### config.mk
export PLATFORM = sky130hd
export DESIGN_NAME = bsg_nasti_tunnel_arb
export DESIGN_NICKNAME = d
export VERILOG_FILES = /design/src/rtl/bsg_nasti_tunnel_arb.sv
export SDC_FILE = /design/constraint.sdc
export NUM_CORES = 1
export LEC_CHECK = 0
export CAP_MARGIN = 20
export CORE_AREA = 10 10 126 128
export CTS_CLUSTER_SIZE = 20
export DETAILED_ROUTE_END_ITERATION = 7
export DIE_AREA = 0 0 136 138
export PLACE_DENSITY = 0.59
export SYNTH_ARGS = -nofsm -noshare
export SYNTH_HDL_FRONTEND = slang
export SYNTH_SLANG_ARGS = --single-unit
### constraint.sdc
create_clock -name clk_i -period 2.7 [get_ports clk_i]
set_input_delay 0.54 -clock clk_i [delete_from_list [all_inputs] [get_ports clk_i]]
set_output_delay 0.54 -clock clk_i [all_outputs]
set_load 0.02 [all_outputs]
### src/rtl/bsg_nasti_tunnel_arb.sv
// Packet-granular round-robin arbiter that shares one tunnel request/response pair
// among several NASTI clients, with per-client outstanding-response credit throttling.

module bsg_nasti_tunnel_arb_credit #(
  parameter int max_p = 4,
  parameter int cnt_w = 3
) (
  input  logic clk_i,
  input  logic reset_n_i,
  input  logic inc_i,
  input  logic dec_i,
  output logic ok_o
);
  logic [cnt_w-1:0] cnt_r;

  always_ff @(posedge clk_i or negedge reset_n_i) begin
    if (!reset_n_i)                                         cnt_r <= '0;
    else if (inc_i && !dec_i && cnt_r != cnt_w'(max_p))     cnt_r <= cnt_r + 1'b1;
    else if (dec_i && !inc_i && cnt_r != '0)                cnt_r <= cnt_r - 1'b1;
  end

  assign ok_o = (cnt_r < cnt_w'(max_p));
endmodule

module bsg_nasti_tunnel_arb #(
  parameter int num_clients_p     = 2,
  parameter int data_width_p      = 64,
  parameter int max_outstanding_p = 4,
  parameter int src_width_p       = (num_clients_p <= 1) ? 1 : $clog2(num_clients_p)
) (
  input  logic                                  clk_i,
  input  logic                                  reset_n_i,
  input  logic [num_clients_p-1:0]              cl_req_valid_i,
  input  logic [num_clients_p*data_width_p-1:0] cl_req_data_i,
  input  logic [num_clients_p-1:0]              cl_req_last_i,
  input  logic [num_clients_p-1:0]              cl_req_expect_resp_i,
  output logic [num_clients_p-1:0]              cl_req_yumi_o,
  output logic                                  req_valid_o,
  output logic [data_width_p-1:0]               req_data_o,
  output logic [src_width_p-1:0]                req_src_o,
  output logic                                  req_last_o,
  input  logic                                  req_yumi_i,
  input  logic                                  resp_valid_i,
  input  logic [data_width_p-1:0]               resp_data_i,
  input  logic [src_width_p-1:0]                resp_src_i,
  input  logic                                  resp_last_i,
  output logic                                  resp_yumi_o,
  output logic [num_clients_p-1:0]              cl_resp_valid_o,
  output logic [data_width_p-1:0]               cl_resp_data_o,
  output logic                                  cl_resp_last_o,
  input  logic [num_clients_p-1:0]              cl_resp_ready_i
);
  localparam int cnt_w = $clog2(max_outstanding_p + 1);

  typedef enum logic {IDLE, LOCKED} state_e;

  state_e                   state_r, state_n;
  logic [src_width_p-1:0]   rr_ptr_r, rr_ptr_n, owner_r, owner_n;
  logic [num_clients_p-1:0] credit_ok, cnt_inc, cnt_dec;
  logic [src_width_p-1:0]   grant, sel;
  logic                     grant_v, sel_v, sel_last, req_fire;
  logic                     src_ok, ready_sel, resp_fire;

  // state register
  always_ff @(posedge clk_i or negedge reset_n_i) begin
    if (!reset_n_i) begin
      state_r  <= IDLE;
      rr_ptr_r <= '0;
      owner_r  <= '0;
    end else begin
      state_r  <= state_n;
      rr_ptr_r <= rr_ptr_n;
      owner_r  <= owner_n;
    end
  end

  // Scan backwards so the last hit is the first eligible client from rr_ptr.
  always_comb begin
    grant_v = 1'b0;
    grant   = rr_ptr_r;
    for (int i = num_clients_p - 1; i >= 0; i--) begin
      int s;
      s = int'(rr_ptr_r) + i;
      if (s >= num_clients_p) s = s - num_clients_p;
      if (cl_req_valid_i[s] && credit_ok[s]) begin
        grant_v = 1'b1;
        grant   = src_width_p'(s);
      end
    end
  end

  assign sel      = (state_r == LOCKED) ? owner_r : grant;
  assign sel_v    = (state_r == LOCKED) ? cl_req_valid_i[owner_r] : grant_v;
  assign sel_last = cl_req_last_i[sel];
  assign req_fire = req_valid_o & req_yumi_i;

  // next-state logic
  always_comb begin
    state_n  = state_r;
    rr_ptr_n = rr_ptr_r;
    owner_n  = owner_r;
    if (req_fire) begin
      if (sel_last) begin
        state_n  = IDLE;
        rr_ptr_n = (sel == src_width_p'(num_clients_p - 1)) ? '0 : sel + 1'b1;
      end else if (state_r == IDLE) begin
        state_n = LOCKED;
        owner_n = sel;
      end
    end
  end

  // request-side outputs; valids/yumis are held low during reset
  always_comb begin
    req_valid_o   = reset_n_i & sel_v;
    req_src_o     = sel;
    req_last_o    = sel_last;
    req_data_o    = '0;
    cl_req_yumi_o = '0;
    for (int k = 0; k < num_clients_p; k++) begin
      if (sel == src_width_p'(k)) begin
        req_data_o       = cl_req_data_i[k*data_width_p +: data_width_p];
        cl_req_yumi_o[k] = req_fire;
      end
    end
  end

  // Response routing is stateless; out-of-range tags are consumed and dropped.
  assign src_ok = (32'(resp_src_i) < 32'(num_clients_p));

  always_comb begin
    ready_sel       = 1'b0;
    cl_resp_valid_o = '0;
    for (int k = 0; k < num_clients_p; k++) begin
      if (resp_src_i == src_width_p'(k)) begin
        ready_sel          = cl_resp_ready_i[k];
        cl_resp_valid_o[k] = reset_n_i & resp_valid_i;
      end
    end
  end

  assign resp_yumi_o    = reset_n_i & resp_valid_i & (src_ok ? ready_sel : 1'b1);
  assign resp_fire      = resp_yumi_o & resp_last_i & src_ok;
  assign cl_resp_data_o = resp_data_i;
  assign cl_resp_last_o = resp_last_i;

  for (genvar k = 0; k < num_clients_p; k++) begin : g_credit
    assign cnt_inc[k] = cl_req_yumi_o[k] & cl_req_last_i[k] & cl_req_expect_resp_i[k];
    assign cnt_dec[k] = resp_fire & (resp_src_i == src_width_p'(k));

    bsg_nasti_tunnel_arb_credit #(
      .max_p (max_outstanding_p),
      .cnt_w (cnt_w)
    ) u_credit (
      .clk_i     (clk_i),
      .reset_n_i (reset_n_i),
      .inc_i     (cnt_inc[k]),
      .dec_i     (cnt_dec[k]),
      .ok_o      (credit_ok[k])
    );
  end
endmodule

Word level (Yosys, flattened, before mapping). Index checks and enable logic that the tools add are counted.

Flip-flop bits (word level): 9. Bits of input ports: 206. Output and inout bits: 137. Word-level logic and storage cells: 93.

Add/subtract/negate cells: 8. $lt $le $gt $ge: 8. Eq/ne operators: 2. Multiplexer cells: 36. Bitwise logic cells: 14. Reductions and logical operators: 20.

Operators by type and width (number): $lt A32 B3 Y1 const B (2); $mux W32 (2); $mux W64 (1); $mux W1 (29); $mux W3 (4); $and A1 B1 Y1 (11); $logic_and A1 B1 Y1 (10); $add A3 B1 Y3 const B (2); $lt A3 B3 Y1 const B (2); $ne A3 B3 Y1 const B (2); $reduce_bool A3 Y1 (2); $sub A3 B1 Y3 const B (2); $logic_not A1 Y1 (4); $lt A1 B2 Y1 const B (2); $reduce_bool A2 Y1 (2); $not A1 Y1 (3); $reduce_and A3 Y1 (1); $sub A1 B2 Y3 const B (1); $sub A2 B2 Y3 const B (1); $add A1 B1 Y2 const B (1); $ge A1 B2 Y1 const B (1); $ge A2 B2 Y1 const B (1); $reduce_and A2 Y1 (1); $add A1 B1 Y1 const B (1).

Logic depth before layout (Yosys ltp).
Depth after elaboration: 20. Gate-level depth with buffers: 11. Mapped depth without buffers: 10.

By module. A second synthesis with hierarchy kept.

Cells, all modules: 226. Area, all modules: 2169.6 µm².

By module, submodules not included: bsg_nasti_tunnel_arb (instances 1, cells each 182, area an instance 1739.2 µm², sequential area each 75.1 µm²); bsg_nasti_tunnel_arb_credit (instances 2, cells each 22, area an instance 215.2 µm², sequential area each 75.1 µm²).

Least setup slack after synthesis. Ideal clock, no wire load.

Kind: input to output. Start point: input cl_req_valid_i[0]. End point: output req_data_o[0]. Arrival time: 1.941 ns. Data required time: 2.160 ns. Path slack: 0.219 ns. Stages on the path: 9. Path buffers: 3. Cell sequence: nor2b_1 > maj3_2 > o21a_2 > buf_8 > inv_4 > buf_2 > buf_2 > nand2_1 > nand2_1.

Longest elaborated chain between the ends: 8. Elaborated cells between the ends (all ways): 12. Classes of those cells: 10 x mux; 2 x reduce/logical.

RTL lines: from (decl) (RTL line 33) `input logic [num_clients_p-1:0] cl_req_valid_i,`; $mux W1 (not written as such) (3 in a row) (RTL line 85) `if (cl_req_valid_i[s] && credit_ok[s]) begin`; $logic_and A1 B1 Y1 (RTL line 85); $mux W1 (RTL line 85); $mux W1 * (RTL line 85); $mux W1 * (RTL line 92) `assign sel = (state_r == LOCKED) ? owner_r : grant;`; $mux W64 * (RTL line 121) `if (sel == src_width_p'(k)) begin`; to (decl) (RTL line 39) `output logic [data_width_p-1:0] req_data_o,`.

Every way passes the cells marked *; elsewhere a longest branch is shown, timed or not. The select of a mux whose other input is x is not followed.

Final worst setup path.
Start point: input cl_req_valid_i[0]. End point: register g_credit[1].u_credit.cnt_r[2].

Longest elaborated chain between the ends: 16. Elaborated cells between the ends (all ways): 28. Classes of those cells: 16 x mux; 4 x bitwise; 8 x reduce/logical.

RTL lines: $mux W1 (not written as such) (3 in a row) (RTL line 85); $logic_and A1 B1 Y1 (RTL line 85); $mux W1 (2 in a row) (RTL line 85); $mux W1 (RTL line 93) `assign sel_v = (state_r == LOCKED) ? cl_req_valid_i[owner_r] : grant_v;`; $and A1 B1 Y1 (RTL line 115) `req_valid_o = reset_n_i & sel_v;`; $and A1 B1 Y1 (RTL line 95) `assign req_fire = req_valid_o & req_yumi_i;`; $mux W1 * (RTL line 121); $and A1 B1 Y1 * (2 in a row) (RTL line 148) `assign cnt_inc[k] = cl_req_yumi_o[k] & cl_req_last_i[k] & cl_req_expect_resp_i[k];`; $logic_not A1 Y1 (RTL line 19) `else if (dec_i && !inc_i && cnt_r != '0) cnt_r <= cnt_r - 1'b1;`; $logic_and A1 B1 Y1 (2 in a row) (RTL line 19); $reduce_bool A2 Y1 (no source line); to (signal assigned) (RTL line 18) `else if (inc_i && !dec_i && cnt_r != cnt_w'(max_p)) cnt_r <= cnt_r + 1'b1;`; to (signal assigned) (RTL line 19); to (decl) (RTL line 14) `logic [cnt_w-1:0] cnt_r;`.

Marked as above. A chain may end at the register's enable or synchronous reset.

==> results.json <==
{
  "status": "complete, no violations",
  "rrSetupSlack_ns": 0.14,
  "start_kind": "input port",
  "post_dp_cell_area_um2": 4080,
  "area_growth_pct": 95.2,
  "cts_inserted_buffers": 3,
  "criticalPathCategory": "input port to register",
  "max_freq_mhz": 377,
  "routedWlPerCell_um": 17.6,
  "power_mw": 4.23,
  "nets": 747,
  "cts_sinks": 9,
  "drt_iter0_markers": 105,
  "syn_nets": 582,
  "period_minus_slack_ns": 2.65,
  "vias": 2950,
  "synth_edf_count": 0,
  "diodes": 0,
  "rows": 43,
  "preCtsSetupSlack_ns": -0.606,
  "final_cell_area_um2": 4110,
  "final.setup.worst_slack_ns": 0.0510,
  "drc": 0,
  "ys_top_cells_by_area": "nand2_1, buf_4, dfrtp_1, nor3_1, buf_2",
  "synth_common_cells": "nand2_1, buf_4, nor2_1",
  "drt_wl_total_um": 12600,
  "rr_worst_depth": 11,
  "dieArea_um2": 18800,
  "tritoncts": "built",
  "die_y_um": 138,
  "ys_seq_area_share_pct": 10.7,
  "die_w_um": 136,
  "synth_seq_cells": 9,
  "slew_headroom_pct": 77.6,
  "crit_required_ns": 2.86,
  "drive_above_1_share_pct": 22.7,
  "dr.pass1.iters": 4,
  "finalCritPeriodShare_pct": 98.1,
  "final_max_slew_viol_count": 0,
  "gr-usage-all-layers_pct": 12.4,
  "cp-startpoint": "cl_req_valid_i[0]",
  "power_per_cell_area_nw_per_um2": 1030,
  "io_buffers": 214,
  "io_pins": 343,
  "insertion_delay_ns": 0.24,
  "grt_pass1_wl_um": 18400,
  "htree_levels": 1,
  "synthesis.area_um2": 2110,
  "gp_congestion": 0.876,
  "finClkSkew_ns": 0.00847,
  "initial_utilization_pct": 15.6,
  "hpwl_um": 9550,
  "yosysTopAreaCell": "nand2_1",
  "synthArstFlopShare_pct": 100,
  "synth_top_area_share_pct": 37.1,
  "synth.most_common_cell": "nand2_1",
  "gr-total-overflow": 0,
  "drv_cap": 0,
  "tightest_slew_ns": 0.335,
  "r2r-end": "g_credit[1].u_credit.cnt_r[2]$_DFFE_PN0P_",
  "hold_path.class": "input port to asynchronous set/reset pin",
  "arrival_ns": 2.81,
  "clock_path_buffers": 2,
  "worst_ir_drop_vdd_mv": 0.396,
  "yosysUniqueCellTypes": 43,
  "synth_ff_type": "dfrtp_1",
  "syn_area_per_cell_um2": 5.63,
  "ant_nets": 0,
  "antenna_found_initial": 0,
  "hold_viol_final": 0,
  "grt_start_max_net_pins": 36,
  "p_leak_nw": 2.07,
  "routed_via_density": 4.11,
  "ctsHoldBuffers": 0,
  "fill_cells": 1478,
  "r2r-start": "g_credit[1].u_credit.cnt_r[2]$_DFFE_PN0P_",
  "core_um2": 13500,
  "grt_pass1_vias": 3060,
  "cp_max_fo": 5,
  "syn-instance-count": 374,
  "finalSetupViolations": 0,
  "ys_warn_count": 0,
  "worstSetupEndpointType": "register",
  "clk_pin_slew_worst_paths_ns": 0.04,
  "root_buffer": "clkbuf_16"
}
-- cell families (layout without fill, tap and decap cells) --
logic type | Yosys count | after routing | share of synthesized area, %
AO/OA/AOI/OAI | 24 | 24 | 7.78
adder cells (fa/ha/maj) | 3 | 3 | 2.43
buffers and inverters | 82 | 246 | 27.3
multiplexers | 3 | 3 | 1.43
AND/OR/NAND/NOR | 253 | 253 | 50.4
flip-flops | 9 | 9 | 10.7
-- worst max-delay path, stage by stage --
cell and delay (ns):
clkdlybuf4s15_1 0.20, nor2b_4 0.14, maj3_2 0.31, o21a_4 0.24
buf_12 0.15, buf_16 0.14, nor3_4 0.20, nand2_2 0.08
fa_2 0.43, nor3_4 0.16, a2bb2oi_2 0.07, o22ai_1 0.15
-- through the flow --
step           hold slack [ns]  util (%)  TNS [ns]  std cells
6_report                 0.314      30.5         0        718
5_1_grt                  0.338      30.5  -0.00494        718
4_1_cts                  0.541      30.0  -0.00754        717
3_5_place_dp             0.539      30.2    -39.30        706
3_3_place_gp             0.521      30.2    -37.76        706
2_1_floorplan            0.244         -         0        374
-- flip-flops by register name (all words and copies together) (netlist names) --
register                 cells
g_credit.u_credit.cnt_r      6
owner_r                      1
rr_ptr_r                     1
state_r                      1
-- per-layer routing --
metal | track usage [%] | vias up | share of wire, % | wire length [um]
met1 | 12.6 | 1305 | 37 | 4690
li1 | - | 1444 | - | -
met4 | 4.71 | 0 | 3.1 | 392
met2 | 23.0 | 160 | 51 | 6410
met5 | 0 | - | 0 | 0
met3 | 3.48 | 41 | 9.0 | 1140
-- how the worst max path moves through the flow --
stage / end / slack (ns) / cells after the start
after detailed placement: req_data_o[2] / -0.61 / 9
final: g_credit[1].u_credit.cnt_r[2]$_DFFE_PN0P_ / 0.05 / 12
after global routing: g_credit[1].u_credit.cnt_r[2]$_DFFE_PN0P_ / -0.005 / 12
after global placement: req_data_o[7] / -0.61 / 9
after floorplan: req_data_o[0] / 0.22 / 9
after CTS: req_data_o[26] / -0.008 / 9
-- power by group --
group | switching (mW) | internal, mW | leakage [nW]
registers | 0.0265 | 0.155 | 0.118
clock network | 0.0723 | 0.196 | 0.0409
logic | 2.27 | 1.51 | 1.91
-- cells in the final DEF (no fill, tap or decap), types with 2 or more instances in the layout --
cell type	Yosys	routed
buf_12	0	4
buf_16	0	5
buf_4	65	23
and3_1	4	4
dlygate4sd2_1	0	3
dfrtp_1	9	9
buf_2	8	59
a21oi_1	4	4
clkdlybuf4s50_1	0	140
nor3_4	1	2
mux2i_1	3	3
clkdlybuf4s15_1	0	2
o22ai_1	2	2
nand2_1	208	203
o21ba_1	2	2
nand3_1	5	4
nor2_1	10	10
clkbuf_16	0	4
nand2_2	0	5
fa_2	0	2
and3b_1	3	3
nor3_1	9	6
o21ai_0	5	5
nor3_2	1	3
-- cell type report --
cell class	count	area (um2)	area share, %
clock buffer	3	75.1	1.83
clock inverter	1	5.00	0.122
inverter	2	15.0	0.365
multi-input combinational	283	1380	33.6
sequential	9	225	5.48
tap	180	225	5.48
timing repair buffer	240	2190	53.2
-- repair_timing --
action                     4_1_cts  5_1_grt
resized for setup              292       14
buffers inserted                 2        0
pin swaps                        5       11
cloned                           5        1
setup endpoints to repair       75       50
Power figures use the tool's default switching activity.
